**src/rtl/dac_pkg.sv**
```systemverilog
// Shared constants for the multi-channel PWM DAC: default geometry and the
// counter-maximum helper used by the top and the per-channel slices.
package dac_pkg;

    localparam int DEFAULT_WIDTH    = 12;
    localparam int DEFAULT_CHANNELS = 2;

    // Last count of a WIDTH-bit period, i.e. 2^width - 1.
    function automatic int unsigned cnt_max(input int unsigned width);
        return (32'd1 << width) - 32'd1;
    endfunction

endpackage

```
**src/rtl/pwm_channel.sv**
```systemverilog
// One PWM channel: shadow/active duty pair, phase compare and registered output.
// The active duty only reloads at the last count of this channel's own period.
module pwm_channel
    import dac_pkg::*;
#(
    parameter int WIDTH = DEFAULT_WIDTH
) (
    input  logic             clk_i,
    input  logic             rst_ni,
    input  logic             wr_en_i,
    input  logic [WIDTH-1:0] wr_duty_i,
    input  logic             en_i,
    input  logic [WIDTH-1:0] phase_i,
    output logic             pwm_o
);

    localparam logic [WIDTH-1:0] PHASE_MAX = WIDTH'(cnt_max(WIDTH));

    logic [WIDTH-1:0] shadow_q, shadow_d;
    logic [WIDTH-1:0] active_q, active_d;
    logic             pwm_q, pwm_d;

    always_comb begin
        shadow_d = wr_en_i ? wr_duty_i : shadow_q;
        active_d = (phase_i == PHASE_MAX) ? shadow_q : active_q;
        // phase_i never exceeds PHASE_MAX, so duty 2^WIDTH-1 leaves exactly one low cycle.
        pwm_d    = en_i && (phase_i < active_q);
    end

    always_ff @(posedge clk_i) begin
        if (!rst_ni) begin
            shadow_q <= '0;
            active_q <= '0;
            pwm_q    <= 1'b0;
        end else begin
            shadow_q <= shadow_d;
            active_q <= active_d;
            pwm_q    <= pwm_d;
        end
    end

    assign pwm_o = pwm_q;

endmodule

```
**src/rtl/pwm_dac_multi.sv**
```systemverilog
// Multi-channel PWM DAC: shared free-running counter, duty-write decode and
// the once-per-period sample request with sticky underrun detection.
module pwm_dac_multi
    import dac_pkg::*;
#(
    parameter int  CHANNELS = DEFAULT_CHANNELS,
    parameter int  WIDTH    = DEFAULT_WIDTH,
    parameter int  STAGGER  = 0,
    localparam int CW       = (CHANNELS > 1) ? $clog2(CHANNELS) : 1
) (
    input  logic                clk,
    input  logic                rst,
    input  logic                wr_valid,
    output logic                wr_ready,
    input  logic [CW-1:0]       wr_chan,
    input  logic [WIDTH-1:0]    wr_duty,
    input  logic [CHANNELS-1:0] ch_en,
    output logic                req,
    input  logic                ack,
    output logic                underrun,
    output logic [CHANNELS-1:0] pwm
);

    localparam logic [WIDTH-1:0] CNT_MAX = WIDTH'(cnt_max(WIDTH));
    localparam int unsigned      SPACING = (32'd1 << WIDTH) / CHANNELS;

    logic [WIDTH-1:0]               cnt_q, cnt_d;
    logic                           req_q, req_d;
    logic                           underrun_q, underrun_d;
    logic [CHANNELS-1:0][WIDTH-1:0] phase;
    logic [CHANNELS-1:0]            at_max;
    logic [CHANNELS-1:0]            wr_sel;
    logic                           wrap;
    logic                           chan_ok;
    logic                           wr_fire;

    // Handshake: a write transfers on a rising edge where wr_valid && wr_ready.
    // wr_ready never depends on wr_valid; it drops only while some channel sits
    // on its period boundary so a write cannot race the shadow->active reload.
    assign wr_ready = rst && !(|at_max);
    assign chan_ok  = (int'(wr_chan) < CHANNELS);
    assign wr_fire  = wr_valid && wr_ready && chan_ok;
    assign wrap     = (cnt_q == CNT_MAX);

    for (genvar k = 0; k < CHANNELS; k++) begin : g_ch
        localparam logic [WIDTH-1:0] OFFSET = (STAGGER != 0) ? WIDTH'(k * SPACING) : '0;

        assign phase[k]  = cnt_q + OFFSET;
        assign at_max[k] = (phase[k] == CNT_MAX);
        assign wr_sel[k] = wr_fire && (wr_chan == CW'(k));

        pwm_channel #(
            .WIDTH(WIDTH)
        ) u_ch (
            .clk_i    (clk),
            .rst_ni   (rst),
            .wr_en_i  (wr_sel[k]),
            .wr_duty_i(wr_duty),
            .en_i     (ch_en[k]),
            .phase_i  (phase[k]),
            .pwm_o    (pwm[k])
        );
    end

    always_comb begin
        cnt_d      = cnt_q + WIDTH'(1);
        req_d      = req_q;
        underrun_d = underrun_q;
        // A wrap always raises a fresh request; an ack on that same edge only
        // spares the underrun flag.
        if (wrap) begin
            req_d = 1'b1;
            if (req_q && !ack) begin
                underrun_d = 1'b1;
            end
        end else if (req_q && ack) begin
            req_d = 1'b0;
        end
    end

    always_ff @(posedge clk) begin
        if (!rst) begin
            cnt_q      <= '0;
            req_q      <= 1'b0;
            underrun_q <= 1'b0;
        end else begin
            cnt_q      <= cnt_d;
            req_q      <= req_d;
            underrun_q <= underrun_d;
        end
    end

    assign req      = req_q;
    assign underrun = underrun_q;

endmodule

```
**config.mk**
```make
export PLATFORM = sky130hd
export DESIGN_NAME = pwm_dac_multi
export DESIGN_NICKNAME = d
export VERILOG_FILES = /design/src/rtl/dac_pkg.sv /design/src/rtl/pwm_channel.sv /design/src/rtl/pwm_dac_multi.sv
export SDC_FILE = /design/constraint.sdc
export NUM_CORES = 1
export LEC_CHECK = 0
export CORE_ASPECT_RATIO = 0.75
export CORE_MARGIN = 2
export CORE_UTILIZATION = 40
export DETAILED_ROUTE_END_ITERATION = 8
export GPL_ROUTABILITY_DRIVEN = 1
export PLACE_DENSITY = 0.64
export SLEW_MARGIN = 20
export SYNTH_ARGS = -nofsm -noshare
export SYNTH_HDL_FRONTEND = slang
export SYNTH_SLANG_ARGS = --single-unit
```
**constraint.sdc**
```tcl
create_clock -name clk -period 4.8 [get_ports clk]
set_input_delay 0.96 -clock clk [delete_from_list [all_inputs] [get_ports clk]]
set_output_delay 0.96 -clock clk [all_outputs]
set_load 0.1 [all_outputs]
```
=== Yosys cells after proc, flatten, opt, wreduce, memory -nomap -nowiden ===
Cells that the tools add are included.
Widths: inputs -> output; s select.

* Flip-flop bits (word level): 64
* Word-level logic and storage cells: 28
* Output and inout bits: 5

* Bitwise logic cells: 1
* Eq/ne operators: 1
* Multiplexer cells: 2
* Add/subtract/negate cells: 1
* Reductions and logical operators: 12
* Order comparisons: 2

{| class="wikitable"
|+ Operators with widths
! operator !! number
|-
| $lt 12x12->1 || 2
|-
| $add 12x1->12 const B || 1
|-
| $eq 12x12->1 const B || 1
|-
| $logic_and 1x1->1 || 8
|-
| $logic_not 1->1 || 2
|-
| $mux 1 || 2
|-
| $reduce_and 2->1 || 1
|-
| $reduce_bool 2->1 || 1
|-
| $not 1->1 || 1
|}

=== Logic depth before layout (Yosys ltp) ===
* Depth in word-level cells: 5
* Depth in mapped cells: 7

=== Modules after synthesis ===
From an unflattened synthesis, not the netlist that was laid out.

* Cell total of the unflattened synthesis: 332
* Area total of the unflattened synthesis: 3085.5 um^2

{| class="wikitable"
|+ Modules (own cells, without submodules)
! module !! times used !! cells each !! area an instance (um^2) !! seq. area each (um^2)
|-
| pwm_channel || 2 || 133 || 1243.7 || 500.5
|-
| pwm_dac_multi || 1 || 66 || 598.1 || 280.3
|}

=== Least setup slack after synthesis ===
Ideal clock, no wire load.

* Kind: input to output
* From: input port rst
* To: output port wr_ready
* Cell stages on the path: 3
* Setup slack: 1642 ps
* Arrival: 2198 ps
* Cells stage by stage: clkbuf_1 > clkbuf_1 > and2_1

* Cells in the longest elaborated chain, start to end: 1

{| class="wikitable"
|+ RTL lines
! item !! line !! source
|-
| start, declared || pwm_dac_multi.sv:12 || <nowiki>input logic rst,</nowiki>
|-
| $logic_and 1x1->1 || pwm_dac_multi.sv:40 || <nowiki>assign wr_ready = rst && !(|at_max);</nowiki>
|-
| end, declared || pwm_dac_multi.sv:14 || <nowiki>output logic wr_ready,</nowiki>
|}

No other way between the ends.

=== Worst setup path in the final report ===
* From: register cnt_q[1]
* To: output port wr_ready

* Cells in the longest elaborated chain, start to end: 3

{| class="wikitable"
|+ RTL lines
! item !! line !! source
|-
| start, declared || pwm_dac_multi.sv:27 || <nowiki>logic [WIDTH-1:0] cnt_q, cnt_d;</nowiki>
|-
| start signal, assigned || pwm_dac_multi.sv:87 || <nowiki>cnt_q <= cnt_d;</nowiki>
|-
| $eq 12x12->1 || pwm_dac_multi.sv:49 || <nowiki>assign at_max[k] = (phase[k] == CNT_MAX);</nowiki>
|-
| $logic_not 1->1 || pwm_dac_multi.sv:40 ||
|-
| $logic_and 1x1->1 || pwm_dac_multi.sv:40 ||
|}

No other way between the ends.

==> impl_metrics.ini <==
[logic_synthesis]
synthArstFlopShare_pct = 0
synth_cells = 341
synth_warnings = 0
synthDistinctLibCells = 34
syn_area_um2 = 3053
yosys.cell_count.top_type = nand2_1
yosys.area.top_type = dfxtp_1
synth_area_leaders = dfxtp_1 42%, nand2_1 11%, ha_1 9.4%
syn_nets = 383
synth_edf_count = 0
yosysSeqAreaShare_pct = 41.97
synthTopCellsByCount = 89 x nand2_1, 64 x dfxtp_1, 25 x a21boi_0, 24 x inv_1, 24 x mux2i_1
synth_top_area_share_pct = 41.97
ys_ff_latch = 64
syn_area_per_cell_um2 = 8.953
ys.flop_type = dfxtp_1

[clock_tree]
cts_root_buf = clkbuf_8
htree_levels = 3
clk_pin_slew_worst_paths_ps = 70
numCtsBuffers = 9
cts_hold_buffers = 0
cts_tree = built
postCtsSetupRepairBufs = 0
insertion_delay_ps = 350
cts.sinks = 64
clock_path_buffers = 2
ctsResizeCount = 0

[setup_path]
start_kind = register
worstPathRequired_ps = 3840
regToRegSetupSlack_ps = 2620
worstPathArrival_ps = 3070
crit_family = simple AND/OR/NAND/NOR gates
path_buf_inv = 1
crit_chain = ha_1 > nand4_1 > or4_4 > and2_1 > clkdlybuf4s50_1
cp-startpoint = cnt_q[1]
endpoint_kind = output pin
max_stage_delay_ps = 960
critPathKind = reg2out
regToRegStartpoint = cnt_q[1]
cpMaxStageDelayCell = clkdlybuf4s50_1
worstPathMaxFanout = 28

[drt]
drc = 0
wirelength_mm = 6.147
firstDrtPassIters = 4
antenna_left = 0
wl_per_cell_um = 13.19
viasPerCell = 4.773
routed-via-count = 2224
drtIter0Drc = 100

[floorplan]
ios = 24
die_area_um2 = 8355
die_h_um = 79.66
initial_core_util_pct = 41.45
die_w_um = 104.9
row_count = 27
fp.coreArea_um2 = 7365

[grt]
grt.total_usage_pct = 16.45
globalRouteMet2Util_pct = 23.77
grt_max_degree = 79
grt-ovfl-total = 0
grt_pass1_wl_mm = 10.78
antenna_found_initial = 0
met1_usage_pct = 22.93
met3_usage_pct = 5.633
busiest_layer = met2
grt_pass1_vias = 2264

[sta]
period_needed_ps = 4028
tightest_slew_ps = 972.1
clock_skew_ps = 9.216
setup_tns_ps = 0
rsz0062_at_grt = no
max_freq_mhz = 248.3
final_max_slew_viol_count = 0
fin_crit_sh_pct = 83.91
maxSlewHeadroom_pct = 34.99
finalHoldViolations = 0
finalWorstSetupSlack_ps = 772.3
setup_viol = 0

[finish]
drive_above_1_share_pct = 6.301
syn_to_final_growth_pct = 15.53
post-route-util_pct = 47.89
nNetsFinal = 402
diodes = 0

[placement]
place_ws_ps = 1115
port-buffer-count = 23
gp_congestion = 0.8995
post-dp-hpwl_mm = 4.408

[worst_hold_path]
hp-start = g_ch[1].u_ch.shadow_q[0]
hold_class = reg2reg

[job]
cap_violations = 0

[pwr]
peakVddDrop_v = 0.0001830
power_leakage_nw = 1.348
power.density_nw_per_um2 = 308.5

[run_status]
status = finished clean
-- flip-flops by register name, indices dropped and copies added (netlist names) --
signal,cells
cnt_q,12
g_ch.u_ch.active_q,24
g_ch.u_ch.pwm_o,2
g_ch.u_ch.shadow_q,24
req,1
underrun,1
-- per-layer routing --
layer  wire length (um)  share of wire (%)
met3                236                3.8
met5                  0                  0
met1               3328                 54
met2               2530                 41
met4                 52               0.85
-- per-stage QoR --
step                instance area [um2]  instances  power [mW]  hold slack, ps
finish                             3527        466       1.088           454.7
global route                       3527        466       1.134           483.5
CTS                                3527        466       1.097           462.5
detailed placement                 3328        450      0.6327           450.6
global placement                   3328        450      0.6312           447.1
floorplan                          3053        341      0.6072           435.0
-- cell usage in the layout, fill, tap and decap left out, types with 2 or more instances in the layout --
master           Yosys  routed
a2111oi_0            2       2
a21boi_0            25      25
a21o_1               2       2
a21oi_1              6       6
and2_1              11      11
buf_4                2       3
clkbuf_1            10       2
clkbuf_8             0      10
clkdlybuf4s50_1      0      22
clkinvlp_4           0       2
dfxtp_1             64      64
ha_1                23      23
inv_1               24      24
mux2i_1             24      24
nand2_1             89      89
nand2b_1             3       3
nand3_1              5       5
nand3b_1             2       2
nand4_1              6       6
nand4_4              2       2
nor2_1               3       3
nor2b_1              3       3
nor3_1               4       3
nor4_1               3       3
nor4b_1              2       2
o21a_1               3       3
o21ai_0              3       3
xnor2_1              6       6
xor2_1               3       3
-- worst min-delay path: cells and delay by family, from the launching register on --
family	cells	cell delay [ps]
simple gates	1	50
compound gates	1	60
flops	1	310
-- area by class of cell --
type                       count  area, um2
tap                          101      126.4
timing repair buffer          26      247.7
fill                         741       3837
sequential                    64       1281
clock buffer                  12      145.1
clock inverter                 4      53.80
multi-input combinational    235       1583
inverter                      24      90.09
-- path summary, 6_finish.rpt --
path                              endpoint  depth (start not counted)
hold / removal    g_ch[1].u_ch.active_q[0]                          2
hold reg to reg   g_ch[1].u_ch.active_q[0]                          2
setup reg to reg  g_ch[1].u_ch.shadow_q[7]                          5
setup / recovery                  wr_ready                          5
-- report_power, final --
group          internal [mW]  leakage [nW]  switching [mW]
combinational         0.0334         0.737          0.0382
clock                  0.255        0.0928           0.213
sequential             0.541         0.518         0.00716
total                  0.830          1.35           0.258
-- cell families after synthesis --
group	Yosys count	share of synthesized area, %
buffers and inverters	42	6.353
AO/OA/AOI/OAI	42	9.672
flip-flops	64	41.97
multiplexers	24	7.869
adder cells (fa/ha/maj)	23	9.426
XOR/XNOR	9	2.582
AND/OR/NAND/NOR	137	22.13
Power figures use the tool's default switching activity.
